File: config.mk
export PLATFORM = sky130hd
export DESIGN_NAME = wb_stage_gen
export DESIGN_NICKNAME = d
export VERILOG_FILES = /design/src/rtl/wb_stage_gen.sv
export SDC_FILE = /design/constraint.sdc
export NUM_CORES = 1
export LEC_CHECK = 0
export ABC_AREA = 1
export BUFFER_PORTS_ARGS = -buffer_cell sky130_fd_sc_hd__buf_2
export CAP_MARGIN = 20
export CORE_ASPECT_RATIO = 0.9
export CORE_UTILIZATION = 43
export CTS_BUF_LIST = sky130_fd_sc_hd__clkbuf_8 sky130_fd_sc_hd__clkbuf_16
export CTS_CLUSTER_DIAMETER = 40
export CTS_CLUSTER_SIZE = 14
export DETAILED_ROUTE_END_ITERATION = 10
export PLACE_DENSITY = 0.84
export SETUP_SLACK_MARGIN = 0.3
export SYNTH_ARGS = -nofsm -noshare
export SYNTH_HDL_FRONTEND = slang
export SYNTH_SLANG_ARGS = --single-unit
File: constraint.sdc
create_clock -name clk -period 4.5 [get_ports clk]
set_clock_uncertainty 0.15 [all_clocks]
set_input_delay 0 -clock clk [delete_from_list [all_inputs] [get_ports clk]]
set_output_delay 0 -clock clk [all_outputs]
set_load 0.005 [all_outputs]
File: src/rtl/wb_stage_gen.sv
// Writeback stage: accepts one MEM instruction per cycle, drives RF write, trace and CSR exception info.
// Flushes (exception or ertn) open a FLUSH_DROP-cycle window that discards MEM arrivals.
module wb_stage_gen #(
  parameter int DATA_W     = 32,
  parameter int RF_AW      = 5,
  parameter int CNT_W      = 32,
  parameter int FLUSH_DROP = 1,
  parameter int DBG_WE_W   = 4
) (
  input  logic                clk,
  input  logic                reset,
  input  logic                ms_to_ws_valid,
  output logic                ws_allowin,
  input  logic [DATA_W-1:0]   ms_pc,
  input  logic                ms_rf_we,
  input  logic [RF_AW-1:0]    ms_rf_waddr,
  input  logic [DATA_W-1:0]   ms_rf_wdata,
  input  logic [9:0]          ms_exc,
  input  logic                ms_exc_if,
  input  logic                ms_ertn,
  input  logic [DATA_W-1:0]   ms_vaddr,
  input  logic                ws_hold,
  output logic                ws_rf_we,
  output logic [RF_AW-1:0]    ws_rf_waddr,
  output logic [DATA_W-1:0]   ws_rf_wdata,
  output logic                wb_ex,
  output logic                ertn_flush,
  output logic [5:0]          wb_ecode,
  output logic [8:0]          wb_esubcode,
  output logic [DATA_W-1:0]   wb_pc,
  output logic [DATA_W-1:0]   wb_vaddr,
  output logic [CNT_W-1:0]    retire_cnt,
  output logic [DATA_W-1:0]   debug_wb_pc,
  output logic [DBG_WE_W-1:0] debug_wb_rf_we,
  output logic [RF_AW-1:0]    debug_wb_rf_wnum,
  output logic [DATA_W-1:0]   debug_wb_rf_wdata
);

  logic              ws_valid;
  logic [DATA_W-1:0] pc_q;
  logic              rf_we_q;
  logic [RF_AW-1:0]  rf_waddr_q;
  logic [DATA_W-1:0] rf_wdata_q;
  logic [9:0]        exc_q;
  logic              exc_if_q;
  logic              ertn_q;
  logic [DATA_W-1:0] vaddr_q;
  logic [3:0]        drop_cnt;

  logic ready_go, drop_active, commit, has_exc, flush, accept;

  assign ready_go    = ~ws_hold;
  assign drop_active = (drop_cnt != 4'd0);
  assign ws_allowin  = ~ws_valid | (ready_go & ~drop_active);
  assign commit      = ws_valid & ready_go;
  assign has_exc     = |exc_q;
  assign wb_ex       = commit & has_exc;
  assign ertn_flush  = commit & ertn_q & ~has_exc;
  assign flush       = wb_ex | ertn_flush;
  // Arrivals during the flush cycle or the drop window are swallowed.
  assign accept      = ms_to_ws_valid & ws_allowin & ~drop_active & ~flush;

  always_ff @(posedge clk or posedge reset) begin
    if (reset) begin
      ws_valid   <= 1'b0;
      pc_q       <= '0;
      rf_we_q    <= 1'b0;
      rf_waddr_q <= '0;
      rf_wdata_q <= '0;
      exc_q      <= '0;
      exc_if_q   <= 1'b0;
      ertn_q     <= 1'b0;
      vaddr_q    <= '0;
      drop_cnt   <= 4'd0;
      retire_cnt <= '0;
    end else begin
      if (flush)       ws_valid <= 1'b0;
      else if (accept) ws_valid <= 1'b1;
      else if (commit) ws_valid <= 1'b0;

      if (accept) begin
        pc_q       <= ms_pc;
        rf_we_q    <= ms_rf_we;
        rf_waddr_q <= ms_rf_waddr;
        rf_wdata_q <= ms_rf_wdata;
        exc_q      <= ms_exc;
        exc_if_q   <= ms_exc_if;
        ertn_q     <= ms_ertn;
        vaddr_q    <= ms_vaddr;
      end

      if (flush)            drop_cnt <= 4'(FLUSH_DROP);
      else if (drop_active) drop_cnt <= drop_cnt - 4'd1;

      if (commit & ~has_exc) retire_cnt <= retire_cnt + CNT_W'(1);
    end
  end

  // Lowest exception index has highest priority.
  always_comb begin
    wb_ecode    = 6'h00;
    wb_esubcode = 9'd0;
    if      (exc_q[0]) wb_ecode = 6'h00;
    else if (exc_q[1]) wb_ecode = 6'h08;
    else if (exc_q[2]) wb_ecode = 6'h3F;
    else if (exc_q[3]) wb_ecode = 6'h03;
    else if (exc_q[4]) wb_ecode = 6'h07;
    else if (exc_q[5]) wb_ecode = 6'h0B;
    else if (exc_q[6]) wb_ecode = 6'h0C;
    else if (exc_q[7]) wb_ecode = 6'h0D;
    else if (exc_q[8]) wb_ecode = 6'h09;
    else if (exc_q[9]) begin
      wb_ecode    = 6'h08;
      wb_esubcode = 9'd1;
    end
  end

  assign wb_pc             = pc_q;
  assign wb_vaddr          = exc_if_q ? pc_q : vaddr_q;
  assign ws_rf_we          = commit & rf_we_q & ~has_exc;
  assign ws_rf_waddr       = rf_waddr_q;
  assign ws_rf_wdata       = rf_wdata_q;
  assign debug_wb_pc       = pc_q;
  assign debug_wb_rf_we    = {DBG_WE_W{ws_rf_we}};
  assign debug_wb_rf_wnum  = rf_waddr_q;
  assign debug_wb_rf_wdata = rf_wdata_q;

endmodule

==> flow_summary.ini, run 1 <==
[run]
maxCapViolCount = 0

[logic_synthesis]
synth_edf_count = 0
synth-seq-cells = 151
syn_area_mm2 = 0.00772
ys_async_sr_fraction_pct = 100
synth_top_area_cell = dfrtp_1
synthDominantCellAreaShare_pct = 48.9
ys_warn_count = 0
seq_area_frac_synth_pct = 48.9
yosys-top-cells-area = dfrtp_1 (49%), nand2_1 (16%), nand3_1 (8.6%)
ys_types = 30
postSynthCellCount = 937
synth_ff_type = dfrtp_1
syn-mean-instance-area_um2 = 8.24

[place]
dp.cells = 1400
io_buffers = 334
postPlaceCellArea_mm2 = 0.00897
post-dp-hpwl_mm = 15.0
finalWeightedCongestion = 0.902
dp_slack_ns = 1.66

[clock_tree]
cts.htree.levels = 4
clk_pin_slew_worst_paths_ns = 0.07
post-cts-setup-buffer-count = 0
cts_buffer_depth = 2
cts_inserted_buffers = 17
insertion_delay_ns = 0.41
ctsResizeCount = 0
clk_root_buffer_cell = clkbuf_16
cts.sinks = 151
cts_tree = done

[power]
clkPwrFrac_pct = 25.2
p_switching_mw = 2.33
leakage_nw = 5.99
switching_share_pct = 36.7
p_total_mw = 6.34
intPower_mw = 4.01
power_frac_comb_pct = 38.2
peakVddDrop_v = 0.000344
powerDensity_mw_per_mm2 = 587
seqPwrFrac_pct = 36.5

[sta]
setup-tns-final_ns = 0
fin_ws_ns = 1.58
worstMarginPinSlew_ns = 0.999
finalSetupViolations = 0
slew_headroom_pct = 33.4
fmaxAchievable_mhz = 343
finalCritPeriodShare_pct = 64.9
min_period_ns = 2.92
slew_viol_final = 0
hold_violations = 0
holdWs_ns = 0.192
rsz0062_at_grt = no

[route]
vias = 7877
ant_nets = 0
wl_per_cell_um = 16.1
dr.first_iter.drc_count = 457
dr.pass1.iters = 7
routed_wl_mm = 24.9
viasPerCell = 5.08
drc_errors = 0

[global_routing]
grt_use_total_pct = 26.5
antenna_found_initial = 1
grt_max_degree = 77
grt_pass1_vias = 7476
gr-total-overflow = 0
grt_pass1_wl_mm = 37.5

[cells_and_area]
area.growth.synth_to_final_pct = 39.9
nets = 1417
fillers = 1418
layout-drive-gt1-share_pct = 31.7
final_cell_mix = nand2_1 (334), buf_2 (334), dfrtp_1 (151)
final_core_util_pct = 61.4
final_area_mm2 = 0.0108
finalNonFillerCells = 1550

[critical_path]
cp_max_fo = 73
r2r_cells = 9
critPathCaptureType = register
reg2reg_from = exc_q[4]
path_class = register to register
required_ns = 4.66
rrSetupSlack_ns = 1.58
arrival_ns = 3.08
rr_endpoint = debug_wb_pc[25]
startpoint_type = register

[min_path]
hold_class = primary input to register
hold_depth = 4
worstHoldStart = ms_pc[9]
worst_hold_path.endpoint = debug_wb_pc[9]

[die]
initial_utilization_pct = 43.9
coreArea_mm2 = 0.0176
die-area_mm2 = 0.0185
die_y_um = 129
ioPinCount = 343
die_x_um = 143
core.rowCount = 46

[status]
outcome = finished, final reports clean
## area by class of cell
type / instances / area [um2] / area share, %
diodes: 1 / 2.50 / 0.0232
clock buffers: 18 / 439 / 4.06
inverters: 43 / 165 / 1.53
well taps: 240 / 300 / 2.78
clock inverters: 14 / 219 / 2.03
multi-input cells: 625 / 2980 / 27.6
flip-flops and latches: 151 / 3780 / 35.0
repair buffers: 458 / 2920 / 27.0
## per-layer routing
metal	global-route usage, %	vias to the layer above	share of wire (%)
met5	0	-	0
met4	16.1	0	4.8
met3	6.25	89	7.0
met2	46.1	439	50
met1	29.6	3741	38
li1	-	3608	-
## Yosys cell counts, drive strengths merged, types with 2 or more instances
| cell type | n |
|---|---|
| nand2 | 336 |
| dfrtp | 151 |
| nand3 | 133 |
| buf | 109 |
| nor2 | 60 |
| inv | 43 |
| mux2 | 32 |
| clkbuf | 16 |
| xor2 | 16 |
| nand4 | 8 |
| nor3 | 7 |
| o21ai | 7 |
| nand3b | 6 |
| ha | 3 |
| a21oi | 2 |
| xnor2 | 2 |
## registers in the layout, summed over array words and instances (netlist names), 4 cells and up
register           count
debug_wb_pc           32
debug_wb_rf_wdata     32
debug_wb_rf_wnum       5
drop_cnt               4
exc_q                 10
retire_cnt            32
vaddr_q               32
## critical path, cell delays in order (launching register included)
cell and delay [ns]:
dfrtp_1 0.42, nor2_1 0.23, nand3_1 0.16, nor2_2 0.15, nand2_1 0.10, nand2_4 0.47
nand2_4 0.48, buf_16 0.35, nand2_1 0.16, nand2_1 0.07
## worst max path at each step
| stage | startpoint | end |
|---|---|---|
| 2_1_floorplan | reset | debug_wb_pc[0] |
| 3_3_place_gp | exc_q[4] | vaddr_q[15] |
| 3_5_place_dp | exc_q[4] | debug_wb_pc[13] |
| 4_1_cts | exc_q[4] | debug_wb_pc[13] |
| 5_1_grt | exc_q[4] | debug_wb_pc[25] |
| 6_report | exc_q[4] | debug_wb_pc[25] |
## kinds of logic (layout without fill, tap and decap cells)
family | Yosys count | count (layout) | synth area share, %
AO/OA/AOI/OAI | 12 | 12 | 0.859
XOR/XNOR | 18 | 18 | 2.04
adder cells (fa/ha/maj) | 3 | 3 | 0.486
buffers and inverters | 168 | 533 | 12.8
flip-flops | 151 | 151 | 48.9
multiplexers | 32 | 32 | 4.66
other | 1 | 9 | 0.0485
AND/OR/NAND/NOR | 552 | 552 | 30.2
## power groups by stage
stage | sequential (mW) | clock, mW | combinational, mW
after global routing | 2.37 | 1.69 | 2.66
after global placement | 2.28 | 0 | 2.20
final | 2.32 | 1.60 | 2.43
after detailed placement | 2.30 | 0 | 2.29
after floorplan | 2.23 | 0 | 1.59
after CTS | 2.29 | 1.62 | 2.37
## what timing repair did
item / in CTS / in global routing
endpoints found under the hold margin: 266 / 0
hold buffers: 116 / 0
setup endpoints to repair: 0 / 0
Note: power is estimated with default switching activity, not from simulation.
==> run 2, diff against run 1 <==
==> constraint.sdc (replaced) <==
create_clock -name clk -period 2.4 [get_ports clk]
set_clock_uncertainty 0.15 [all_clocks]
set_input_delay 0 -clock clk [delete_from_list [all_inputs] [get_ports clk]]
set_output_delay 0 -clock clk [all_outputs]
set_load 0.005 [all_outputs]
==> flow_summary.ini, run 2 (synthesis gave the netlist of run 1 again) <==
[cells_and_area]
nets = 1422
fillers = 1396
layout-drive-gt1-share_pct = 32.2
final_common_cell = buf_2
area.growth.synth_to_final_pct = 41.2
final_cell_mix = buf_2 (334), nand2_1 (333), dfrtp_1 (151)
final_core_util_pct = 61.9

[sta]
min_period_ns = 2.07
fin_ws_ns = 0.328
setup-tns-final_ns = 0
hold_violations = 0
finalSetupViolations = 0
slew_viol_final = 0
finalCritPeriodShare_pct = 86.3
fmaxAchievable_mhz = 483
rsz0062_at_grt = no

[run]
maxCapViolCount = 0

[critical_path]
cpMostUsedCell = nand2_1
startpoint_type = register
rrSetupSlack_ns = 0.33
reg2reg_from = exc_q[6]
crit_chain = nor2_1, nand3_1, nor2_4, nand2_1, nand2_4, nand2_4, buf_12, nand2_1, nand2_1
r2r_cells = 9
slowest_delay_ns = 0.41
path_class = register to register
cp_max_fo = 71
crit_slowest_cell = dfrtp_1
critPathCaptureType = register
arrival_ns = 2.22
required_ns = 2.55
rr_endpoint = debug_wb_pc[27]

[clock_tree]
cts.htree.levels = 4
cts_buffer_depth = 2
cts_tree = done
post-cts-setup-buffer-count = 0
clk_root_buffer_cell = clkbuf_16
cts_inserted_buffers = 17
clk_pin_slew_worst_paths_ns = 0.06
insertion_delay_ns = 0.42
cts.sinks = 151

[route]
ant_nets = 0
dr_wl_met2_mm = 12.9
dr.first_iter.drc_count = 436
routed_wl_mm = 25.0
drc_errors = 0
wl_met3_mm = 1.84
wl_per_cell_um = 16.1
routed.top_layer = met4
viasPerCell = 5.06
vias = 7863
wl_met1_mm = 9.34
dr.pass1.iters = 5

[die]
die_x_um = 143
die-area_mm2 = 0.0185
coreArea_mm2 = 0.0176
ioPinCount = 343
core.rowCount = 46
die_y_um = 129
initial_utilization_pct = 43.9

[global_routing]
antenna_found_initial = 1
gr-total-overflow = 0
grt_pass1_wl_mm = 36.8
grt_max_degree = 89
grt_pass1_vias = 7289
grt_use_total_pct = 25.8

[place]
dp_slack_ns = 0.375
post-dp-hpwl_mm = 15.1
finalWeightedCongestion = 0.901
io_buffers = 334

[min_path]
hold_class = primary input to register
hold_depth = 6
worstHoldStart = ms_to_ws_valid
worst_hold_path.endpoint = debug_wb_rf_wnum[3]

[power]
leakage_nw = 6.04
powerDensity_mw_per_mm2 = 1090
peakVddDrop_v = 0.000640

[status]
outcome = finished, final reports clean
==> run 2: cell types whose count changed in the layout (fill, tap and decap cells not counted), sizes merged <==
cell,delta
clkinv,+1
dlygate4sd3,+1
buf,+3
clkbuf,+2
bufinv,-1
inv,-2
clkinvlp,+1
==> run 2: through the flow <==
step	instances	power, mW	cell area [um2]	hold WS (ns)
floorplan	944	7.15	7750	-0.00546
global placement	1404	8.47	9060	-0.218
detailed placement	1404	8.64	9060	-0.223
CTS	1553	11.7	10900	0.0922
global route	1555	12.6	10900	0.136
finish	1555	11.9	10900	0.107
==> run 2: power breakdown <==
group / internal [mW] / leakage (nW) / switching (mW)
logic: 2.19 / 3.82 / 2.50
clock network: 1.79 / 0.312 / 1.08
registers: 3.50 / 1.91 / 0.808
total: 7.48 / 6.04 / 4.39
==> run 2: area by class of cell <==
| cell class | instances | area [um2] | area share (%) |
|---|---|---|---|
| well taps | 240 | 300 | 2.75 |
| repair buffers | 463 | 3020 | 27.7 |
| diodes | 1 | 2.50 | 0.0229 |
| clock inverters | 13 | 179 | 1.64 |
| clock buffers | 19 | 453 | 4.15 |
| multi-input cells | 625 | 3010 | 27.6 |
| inverters | 43 | 165 | 1.51 |
| flip-flops and latches | 151 | 3780 | 34.6 |
==> run 2: how the worst max path moves through the flow <==
stage               cells past startpoint  slack (ns)   startpoint                    end
CTS                                     9        0.34     exc_q[4]  debug_wb_rf_wdata[10]
finish                                  9        0.33     exc_q[6]        debug_wb_pc[27]
detailed placement                     10        0.38  drop_cnt[0]  debug_wb_rf_wdata[10]
global placement                        9        0.45  drop_cnt[0]            vaddr_q[18]
global route                            6        0.27     exc_q[4]      debug_wb_rf_we[1]
floorplan                               1        0.35        reset         debug_wb_pc[0]
==> run 2: worst max-delay path: cells and delay by family, from the launching register on <==
family                 cells  cell delay [ns]
AND/OR/NAND/NOR            8             1.15
flip-flops                 1             0.41
buffers and inverters      1             0.19
==> run 2: timing repair <==
action | in CTS | in global routing
hold buffers | 117 | 0
setup endpoints to repair | 5 | 69
endpoints found under the hold margin | 270 | 0
gates cloned | 0 | 1
pin swaps | 0 | 2
resized for setup | 3 | 7
==> run 2: routing by layer <==
layer / GRT usage [%] / vias to the layer above
met5: 0 / -
met4: 13.4 / 0
met3: 5.73 / 74
met2: 46.1 / 429
met1: 29.0 / 3740
li1: - / 3620
